File: config.mk
export PLATFORM = sky130hd
export DESIGN_NAME = tagger_cfg_seq
export DESIGN_NICKNAME = d
export VERILOG_FILES = /design/src/rtl/tagger_cfg_seq.sv
export SDC_FILE = /design/constraint.sdc
export NUM_CORES = 1
export LEC_CHECK = 0
export ABC_AREA = 1
export CORE_MARGIN = 2
export CORE_UTILIZATION = 46
export CTS_CLUSTER_SIZE = 12
export DETAILED_ROUTE_END_ITERATION = 6
export GPL_TIMING_DRIVEN = 0
export PLACE_DENSITY = 0.76
export SYNTH_ARGS = -nofsm -noshare
export SYNTH_HDL_FRONTEND = slang
export SYNTH_SLANG_ARGS = --single-unit
File: constraint.sdc
create_clock -name clk_i -period 19.11 [get_ports clk_i]
set_input_delay 2.8665 -clock clk_i [delete_from_list [all_inputs] [get_ports clk_i]]
set_output_delay 2.8665 -clock clk_i [all_outputs]
set_load 0.005 [all_outputs]
File: src/rtl/tagger_cfg_seq.sv
// ---------------------------------------------------------------------------
// tagger_cfg_seq
//   RegBus initiator that programs the tagger's partition configuration
//   registers from a parallel table. On start it writes every Addr register,
//   the packed PATID words and the packed mode words, then writes Commit = 1.
//   With READBACK=1 each non-commit register is read back right after it is
//   written, and the value read is compared with the value written.
//
// Ports
//   clk_i        clock
//   rst_ni       asynchronous reset, active-low
//   start_i      start a programming sequence (honoured in IDLE only)
//   addr_cfg_i   partition k address word at [32*k +: 32] (already >>2)
//   patid_cfg_i  partition k PATID at [PATID_WIDTH*k +: PATID_WIDTH]
//   mode_cfg_i   partition k mode at [2*k +: 2] (00 off, 01 TOR, 11 NAPOT)
//   busy_o       sequence in progress
//   done_o       one-cycle pulse: Commit accepted without error
//   error_o      sticky: slave error or readback mismatch; cleared by start
//   err_idx_o    write-order index of the failing transaction
//   reg_req_o    RegBus request  {addr[31:0], write, wdata[31:0], wstrb[3:0], valid}
//   reg_rsp_i    RegBus response {rdata[31:0], error, ready}
// ---------------------------------------------------------------------------
module tagger_cfg_seq #(
  parameter int unsigned MAXPARTITION = 8,
  parameter int unsigned PATID_WIDTH  = 4,
  parameter bit          READBACK     = 1'b0
) (
  input  logic                                clk_i,
  input  logic                                rst_ni,
  input  logic                                start_i,
  input  logic [MAXPARTITION*32-1:0]          addr_cfg_i,
  input  logic [MAXPARTITION*PATID_WIDTH-1:0] patid_cfg_i,
  input  logic [MAXPARTITION*2-1:0]           mode_cfg_i,
  output logic                                busy_o,
  output logic                                done_o,
  output logic                                error_o,
  output logic [7:0]                          err_idx_o,
  output logic [69:0]                         reg_req_o,
  input  logic [33:0]                         reg_rsp_i
);

  localparam int unsigned PPW  = 32 / PATID_WIDTH;
  localparam int unsigned NP   = (MAXPARTITION + PPW - 1) / PPW;
  localparam int unsigned NC   = (MAXPARTITION + 15) / 16;
  localparam int unsigned T    = MAXPARTITION + NP + NC + 1;
  localparam logic [7:0]  LAST = 8'(T - 1);

  typedef enum logic [2:0] {S_IDLE, S_WR, S_RD, S_DONE, S_ERR} state_t;

  state_t          state;
  logic [7:0]      idx;
  logic [7:0]      idx_nxt;
  logic [T*32-1:0] tab_in;
  logic [T*32-1:0] tab_snap;
  logic [31:0]     snap_nxt;

  logic [31:0]     req_addr;
  logic [31:0]     req_wdata;
  logic [3:0]      req_wstrb;
  logic            req_write;
  logic            req_valid;

  logic [31:0]     rsp_rdata;
  logic            rsp_error;
  logic            rsp_ready;

  assign {rsp_rdata, rsp_error, rsp_ready} = reg_rsp_i;
  assign reg_req_o = {req_addr, req_write, req_wdata, req_wstrb, req_valid};

  // Register address in write order: Addr/PATID/mode registers are contiguous
  // from 0x04, and the final transaction is Commit at 0x00.
  function automatic logic [31:0] reg_addr(input logic [7:0] i);
    if (i == LAST) return 32'h0;
    return 32'd4 + {22'd0, i, 2'b00};
  endfunction

  // Whole write table laid out in transaction order, one 32-bit word each.
  always_comb begin
    tab_in = '0;
    for (int k = 0; k < MAXPARTITION; k++) begin
      tab_in[k*32 +: 32] = addr_cfg_i[k*32 +: 32];
      tab_in[(MAXPARTITION + k/PPW)*32 + (k%PPW)*PATID_WIDTH +: PATID_WIDTH] =
        patid_cfg_i[k*PATID_WIDTH +: PATID_WIDTH];
      tab_in[(MAXPARTITION + NP + k/16)*32 + 2*(k%16) +: 2] = mode_cfg_i[2*k +: 2];
    end
    tab_in[(T-1)*32 +: 32] = 32'd1;
  end

  assign idx_nxt = idx + 8'd1;

  always_comb begin
    snap_nxt = '0;
    for (int i = 0; i < T; i++)
      if (idx_nxt == 8'(i)) snap_nxt = tab_snap[i*32 +: 32];
  end

  // Snapshot is pure data: loaded once per accepted start, never reset.
  always_ff @(posedge clk_i) begin
    if (state == S_IDLE && start_i) tab_snap <= tab_in;
  end

  always_ff @(posedge clk_i or negedge rst_ni) begin
    if (!rst_ni) begin
      state     <= S_IDLE;
      idx       <= '0;
      busy_o    <= 1'b0;
      done_o    <= 1'b0;
      error_o   <= 1'b0;
      err_idx_o <= '0;
      req_addr  <= '0;
      req_wdata <= '0;
      req_wstrb <= '0;
      req_write <= 1'b0;
      req_valid <= 1'b0;
    end else begin
      done_o <= 1'b0;
      unique case (state)
        S_IDLE: begin
          if (start_i) begin
            state     <= S_WR;
            idx       <= '0;
            busy_o    <= 1'b1;
            error_o   <= 1'b0;
            err_idx_o <= '0;
            // The snapshot is being loaded this cycle, so take word 0 from the inputs.
            req_addr  <= reg_addr(8'd0);
            req_wdata <= tab_in[31:0];
            req_wstrb <= 4'hF;
            req_write <= 1'b1;
            req_valid <= 1'b1;
          end
        end
        S_WR: begin
          if (rsp_ready) begin
            if (rsp_error) begin
              state     <= S_ERR;
              error_o   <= 1'b1;
              err_idx_o <= idx;
              busy_o    <= 1'b0;
              req_valid <= 1'b0;
            end else if (idx == LAST) begin
              state     <= S_DONE;
              done_o    <= 1'b1;
              busy_o    <= 1'b0;
              req_valid <= 1'b0;
            end else if (READBACK) begin
              // Same address; wdata is kept as the reference for the compare.
              state     <= S_RD;
              req_write <= 1'b0;
              req_wstrb <= 4'h0;
            end else begin
              idx       <= idx_nxt;
              req_addr  <= reg_addr(idx_nxt);
              req_wdata <= snap_nxt;
            end
          end
        end
        S_RD: begin
          if (rsp_ready) begin
            if (rsp_error || (rsp_rdata != req_wdata)) begin
              state     <= S_ERR;
              error_o   <= 1'b1;
              err_idx_o <= idx;
              busy_o    <= 1'b0;
              req_valid <= 1'b0;
            end else begin
              state     <= S_WR;
              idx       <= idx_nxt;
              req_addr  <= reg_addr(idx_nxt);
              req_wdata <= snap_nxt;
              req_wstrb <= 4'hF;
              req_write <= 1'b1;
            end
          end
        end
        S_DONE:  state <= S_IDLE;
        S_ERR:   state <= S_IDLE;
        default: state <= S_IDLE;
      endcase
    end
  end

endmodule

==> results of run 1 <==
worst max-delay path: stages:
cell	delay, ns
clkdlybuf4s50_1	0.42
nand2_1	0.13
o21ai_0	0.12
nor4_1	0.55
nand2_1	0.13
nor4_1	0.43
nand4_1	0.21
nand2_1	0.15
o211ai_1	0.19
inv_1	0.36
buf_2	0.34
buf_2	0.31
nand4_1	0.16
nand2_1	0.10
power by group through the flow:
stage | registers, W | logic (W) | clock network (W)
global placement | 0.00134 | 0.00145 | 0
floorplan | 0.00127 | 0.000817 | 0
global route | 0.00121 | 0.00169 | 0.000795
detailed placement | 0.00121 | 0.00152 | 0
finish | 0.00119 | 0.00155 | 0.000757
CTS | 0.00119 | 0.00153 | 0.000763
cells in the final DEF (no fill, tap or decap), drive strengths merged, types with 11 or more instances in the layout:
cell,n
o21ai,96
dfrtp,64
a21boi,20
conb,23
clkinv,18
nand2,481
xor2,20
or2,47
inv,171
clkbuf,83
o211ai,11
nand3,122
buf,79
nor2,93
edfxtp,304
a21oi,52
clkdlybuf4s50,397
state kept, by name, summed over array words and instances (netlist names):
| name | cells |
|---|---|
| req_valid | 1 |
| tab_snap | 304 |
| idx | 8 |
| error_o | 1 |
| req_wdata | 32 |
| state | 3 |
| req_wstrb | 1 |
| req_addr | 9 |
| done_o | 1 |
| err_idx_o | 8 |
metal layers:
| layer | up-vias | GRT usage | share of wire |
|---|---|---|---|
| met5 | - | 0 | 0 |
| met2 | 711 | 0.5072 | 0.47 |
| met1 | 6502 | 0.4087 | 0.40 |
| met4 | 0 | 0.1515 | 0.048 |
| met3 | 130 | 0.05236 | 0.080 |
| li1 | 6334 | - | - |
kinds of logic after synthesis:
family | after synthesis | synth area share
buf+inv | 269 | 0.07188
simple gates | 764 | 0.1962
other cells | 1 | 0.0002253
fa+ha+maj | 5 | 0.003759
xor+xnor | 23 | 0.01256
flops | 368 | 0.6448
compound gates | 204 | 0.07000
mux | 1 | 0.0006015
worst paths after layout:
kind	cells after the start	start	to
max	14	reg_rsp_i[15]	req_addr[10]
min	2	req_addr[7]	req_addr[7]
max reg2reg	16	idx[0]	req_wdata[31]
min reg2reg	2	req_addr[7]	req_addr[7]
max in group asynchronous	1	rst_ni	idx[7]
min in group asynchronous	1	rst_ni	req_addr[7]
through the flow:
| step | setup TNS, ns | hold WS [ns] | utilization |
|---|---|---|---|
| finish | 0 | 0.4929 | 0.6408 |
| global route | 0 | 0.5156 | 0.6408 |
| CTS | 0 | 0.4927 | 0.6401 |
| detailed placement | 0 | 0.4769 | 0.6048 |
| global placement | -774.09 | 0.4749 | 0.5984 |
| floorplan | 0 | 0.4730 | - |
final cells by class:
type | instances | area [um^2]
well taps | 461 | 576.8
diodes | 9 | 22.52
inverters | 173 | 653.1
plain buffers | 96 | 543.0
clock inverters | 18 | 137.6
clock buffers | 55 | 1120
multi-input cells | 1020 | 4805
fillers | 2878 | 12780
flip-flops and latches | 368 | 10730
repair buffers | 408 | 4204
==> summary.md, run 1 <==
| Metric | Value |
|---|---|
| Switch Pwr | 0.001441 W |
| Sequential power share | 0.341 |
| Latest clock arrival within the worst-skew pair | 0.57 ns |
| Unique masters post-synth | 47 |
| Final cycle utilization of the critical path | 0.3128 |
| Final setup violating endpoints | 0 |
| Hpwl dp | 46350 um |
| First-pass detailed-route iteration total | 5 |
| Final Skew | 0.02494 ns |
| Unrepaired setup endpoints after global routing | no |
| Max Cap Viol | 0 |
| Min Tclk post-route | 5.977 ns |
| Global-route usage over all layers | 0.3122 |
| Rel. slew slack | 0.3520 |
| CP Data Required Time | 19.59 ns |
| Synth Register Bits | 368 |
| Clk sink count | 368 |
| Root buffer cell | clkbuf_16 |
| CTS tree | yes |
| Post-route cell area | 22790 um^2 |
| Starting Density | 0.4678 |
| PD cells | 153.5 nW/um^2 |
| Post-place setup slack | 12.63 ns |
| Pin count of the biggest net entering global routing | 65 |
| Count leader, synth | nand2_1 |
| WL final | 59000 um |
| Hold Vio Cnt, Final | 0 |
| Worst hold path type | register to register |
| Row cnt | 69 |
| Synth Warn # | 0 |
| Initial antenna violation count | 10 |
| Netlist Area Pre-Place | 16640 um^2 |
| CTS max path bufs | 3 |
| Cts bufs inserted | 41 |
| First-pass GRT wire length | 85820 um |
| Worst Tran Pin Value | 0.9720 ns |
| CTS resizes | 0 |
| Status | finished, final reports clean |
| Die Ht | 194.2 um |
| Wire per inst | 22.62 um |
| Dominant synthesized flop cell | edfxtp_1 |
| Core region area | 35570 um^2 |
| Max-slew violations | 0 |
| Arr. time, crit path | 6.46 ns |
| Startpoint Class | input port |
| Commonest cells in the synthesized netlist | 476 x nand2_1, 304 x edfxtp_1, 165 x inv_1 |
| IO buf count | 398 |
| Tot Pwr | 0.003499 W |
| Placed cell count | 2526 |
| Max VDD drop | 95.76 uV |
| Register area share after synthesis | 0.6448 |
| Async set-or-reset flop fraction in the synthesized netlist | 0.1739 |
| Setup CP Type | input port to register |
| GP Congestion | 0.9470 |
| Layout Nets | 2454 |
| R2r setup slk | 15.32 ns |
| CTS clk-pin slew, worst paths | 0.06 ns |
| Dpl cell area | 21510 um^2 |
| Avg Inst Size Synth | 10.18 um^2 |
| Post-Layout Cell Count | 2608 |
| H-tree Lvls | 2 |
| P_int | 0.002057 W |
| DR vias/cell | 5.244 |
| Clock group share of total power | 0.216 |
| Iter 0 DRT Violations | 1329 |
| Share of cells above drive strength 1 | 0.08887 |
| FMAX | 0.1673 GHz |
| Share of the synthesized area in the top cell type | 0.5486 |
| Yosys top cell by area | edfxtp_1 |
| Top post-synthesis cells by area | edfxtp_1 55%, nand2_1 11%, dfrtp_1 9.6%, inv_1 3.7%, nand3_1 3.6% |
| ANT nets after route | 0 |
| Cts hold-fix bufs | 0 |
| Die span in x | 194.2 um |
| Comb power frac | 0.442 |
| DRC | 0 |
| EDFF count, synth | 304 |
| Vias | 13680 |
| CP endpoint kind | register |
| Crit path max fanout | 10 |
| Area Growth Syn to Fin | 36.96% |
| Pleak | 9.306 nW |
| Fin worst setup slack | 13.13 ns |
| Num ports | 422 |
| Synthesized instance count | 1635 |
| Sw frac | 0.4119 |
| Number of buffers added for setup after CTS | 0 |
| GR Overflow Total | 0 |
| Die area | 37710 um^2 |
| Number of global-route vias before repair | 13650 |
Power figures use the tool's default switching activity.
==> run 2: changes to the inputs <==
--- a/config.mk
+++ b/config.mk
@@ -7,11 +7,11 @@
 export LEC_CHECK = 0
 export ABC_AREA = 1
 export CORE_MARGIN = 2
-export CORE_UTILIZATION = 46
+export CORE_UTILIZATION = 45
 export CTS_CLUSTER_SIZE = 12
 export DETAILED_ROUTE_END_ITERATION = 6
 export GPL_TIMING_DRIVEN = 0
-export PLACE_DENSITY = 0.76
+export PLACE_DENSITY = 0.77
 export SYNTH_ARGS = -nofsm -noshare
 export SYNTH_HDL_FRONTEND = slang
 export SYNTH_SLANG_ARGS = --single-unit
==> constraint.sdc (replaced) <==
create_clock -name clk_i -period 5.2 [get_ports clk_i]
set_input_delay 0.78 -clock clk_i [delete_from_list [all_inputs] [get_ports clk_i]]
set_output_delay 0.78 -clock clk_i [all_outputs]
set_load 0.005 [all_outputs]
==> summary.md, run 2 (same netlist as run 1, synthesis figures left out) <==
| Metric | Value |
|---|---|
| Status | finished, final reports clean (unchanged) |
| Latest clock arrival within the worst-skew pair | 0.54 ns (was 0.57 ns) |
| Min Tclk post-route | 3.945 ns |
| Clk sink count | 368 (unchanged) |
| CTS tree | yes (unchanged) |
| ANT nets after route | 0 (unchanged) |
| Setup CP Type | input port to register (unchanged) |
| Cts bufs inserted | 42 (was 41) |
| Placed cell count | 2533 (was 2526) |
| Pin count of the biggest net entering global routing | 65 (unchanged) |
| Row cnt | 70 (was 69) |
| DR vias/cell | 5.227 (was 5.244) |
| Number of global-route vias before repair | 13440 (was 13650) |
| First-pass detailed-route iteration total | 6 (was 5) |
| Sw frac | 0.4133 (was 0.4119) |
| CTS max path bufs | 3 (unchanged) |
| Starting Density | 0.4556 (was 0.4678) |
| Number of buffers added for setup after CTS | 0 (unchanged) |
| Initial antenna violation count | 10 (unchanged) |
| IO buf count | 398 (unchanged) |
| Pleak | 9.307 nW (was 9.306 nW) |
| Vias | 13670 (was 13680) |
| CTS clk-pin slew, worst paths | 0.06 ns (about the same) |
| Area Growth Syn to Fin | 37.03% (was 36.96%) |
| Max VDD drop | 288.8 uV (was 95.76 uV) |
| Regs by FF count | tab_snap: 304 flops, req_wdata: 32 flops, req_addr: 9 flops (unchanged) |
| Most common cell after layout, fill and taps aside | nand2_1 (unchanged) |
| Post-place setup slack | 0.6212 ns (was 12.63 ns) |
| Reg with most FFs | tab_snap (unchanged) |
| DRC | 0 (unchanged) |
| Post-Layout Cell Count | 2615 (was 2608) |
| First-pass GRT wire length | 84610 um (was 85820 um) |
| Register area | 10730 um^2 (unchanged) |
| Clock group share of total power | 0.215 (was 0.216) |
| H-tree Lvls | 2 (unchanged) |
| Comb power frac | 0.443 (was 0.442) |
| Max-slew violations | 0 (unchanged) |
| GR Overflow Total | 0 (unchanged) |
| Rel. slew slack | 0.3889 (was 0.3520) |
| Final cycle utilization of the critical path | 0.7587 |
| Cts hold-fix bufs | 0 (unchanged) |
| Die Ht | 196.3 um (was 194.2 um) |
| Area of the multi-input gates | 4807 um^2 (was 4805 um^2) |
| Worst hold path type | input port to asynchronous set/reset pin (was register to register) |
| End of the worst register-to-register path | req_wdata[3] (was req_wdata[31]) |
| Fillers | 2913 (was 2878) |
| P_int | 0.007524 W (was 0.002057 W) |
| Max FFs per register | 304 (unchanged) |
| PD cells | 562.3 nW/um^2 (was 153.5 nW/um^2) |
| R2r setup slk | 1.35 ns (was 15.32 ns) |
| Num ports | 422 (unchanged) |
| Core region area | 36520 um^2 (was 35570 um^2) |
| Max Cap Viol | 0 (unchanged) |
| Crit path max fanout | 10 (unchanged) |
| Unrepaired setup endpoints after global routing | no (unchanged) |
| Commonest non-fill, non-tap cells in the layout | 476 x nand2_1, 397 x clkdlybuf4s50_1, 304 x edfxtp_1, 164 x inv_1, 119 x nand3_1 (was 476 x nand2_1, 397 x clkdlybuf4s50_1, 304 x edfxtp_1, 165 x inv_1, 119 x nand3_1) |
| Wire per inst | 22.45 um (was 22.62 um) |
| Core Util, Final | 0.6244 (was 0.6408) |
| FMAX | 0.2535 GHz |
| Die span in x | 196.3 um (was 194.2 um) |
| Setup tns final | 0 ns (unchanged) |
| Switch Pwr | 0.005300 W (was 0.001441 W) |
| Hold Vio Cnt, Final | 0 (unchanged) |
| Startpoint Class | input port (unchanged) |
| Hpwl dp | 46130 um (was 46350 um) |
| Final setup violating endpoints | 0 (unchanged) |
| WL final | 58710 um (was 59000 um) |
| Root buffer cell | clkbuf_16 (unchanged) |
| Iter 0 DRT Violations | 1339 (was 1329) |
| Reg2Reg Depth | 16 (unchanged) |
| CTS resizes | 0 (unchanged) |
| Global-route usage over all layers | 0.3026 (was 0.3122) |
| Die area | 38530 um^2 (was 37710 um^2) |
| CP endpoint kind | register (unchanged) |
| Sequential power share | 0.342 (was 0.341) |
| Arr. time, crit path | 4.42 ns (was 6.46 ns) |
| Final Skew | 0.009191 ns (was 0.02494 ns) |
| Worst Tran Pin Value | 0.9166 ns (was 0.9720 ns) |
| Share of cells above drive strength 1 | 0.09163 (was 0.08887) |
| FF-to-FF Start | idx[0] (unchanged) |
| Layout Nets | 2455 (was 2454) |
| CP Data Required Time | 5.68 ns (was 19.59 ns) |
| GP Congestion | 0.9339 (was 0.9470) |
| Fin worst setup slack | 1.255 ns (was 13.13 ns) |
==> run 2: worst max-delay path, stage by stage <==
cell	delay, ns
clkdlybuf4s50_1	0.45
xor2_1	0.19
nor4_1	0.54
nand2_1	0.17
nor4_1	0.49
nand4_1	0.22
nand2_1	0.15
o211ai_1	0.20
inv_1	0.30
buf_2	0.36
buf_2	0.32
nand4_1	0.15
nand2_1	0.09
==> run 2: power by group through the flow <==
stage	Combinational (W)	Clock, W	Sequential, W
after floorplan	0.00301	0	0.00443
after global routing	0.00614	0.00289	0.00444
after detailed placement	0.00557	0	0.00443
after CTS	0.00561	0.00278	0.00438
final	0.00568	0.00276	0.00438
after global placement	0.00534	0	0.00457
==> run 2: through the flow <==
| step | power (W) | hold WS, ns | instance area, um^2 |
|---|---|---|---|
| final | 0.01282 | 0.3525 | 22800 |
| after global routing | 0.01346 | 0.4140 | 22800 |
| after CTS | 0.01277 | 0.3750 | 22780 |
| after detailed placement | 0.01000 | 0.4700 | 21530 |
| after global placement | 0.009907 | 0.4734 | 21320 |
| after floorplan | 0.007442 | 0.4730 | 16750 |
==> run 2: per-layer routing <==
metal	vias up	GRT usage	wire, um
met4	2	0.1235	2413
met3	129	0.06103	5169
met1	6485	0.3975	23250
li1	6345	-	-
met5	-	0	11
met2	708	0.4934	27870
==> run 2: cell type report <==
class,count,share of cell area
Sequential cell,368,0.4706
Multi-Input combinational cell,1020,0.2108
Timing Repair Buffer,408,0.1840
Clock buffer,55,0.05097
Inverter,173,0.02919
Tap cell,468,0.02568
Buffer,96,0.02381
Clock inverter,19,0.004060
Antenna cell,8,0.0008779
==> run 2: how the worst max path moves through the flow <==
stage / startpoint / endpoint / cells past startpoint
6_report: reg_rsp_i[22] / req_addr[10] / 13
5_1_grt: reg_rsp_i[22] / req_addr[10] / 13
4_1_cts: reg_rsp_i[22] / req_addr[10] / 13
3_5_place_dp: reg_rsp_i[22] / req_addr[10] / 13
3_3_place_gp: start_i / tab_snap[130] / 3
2_1_floorplan: start_i / tab_snap[0] / 2
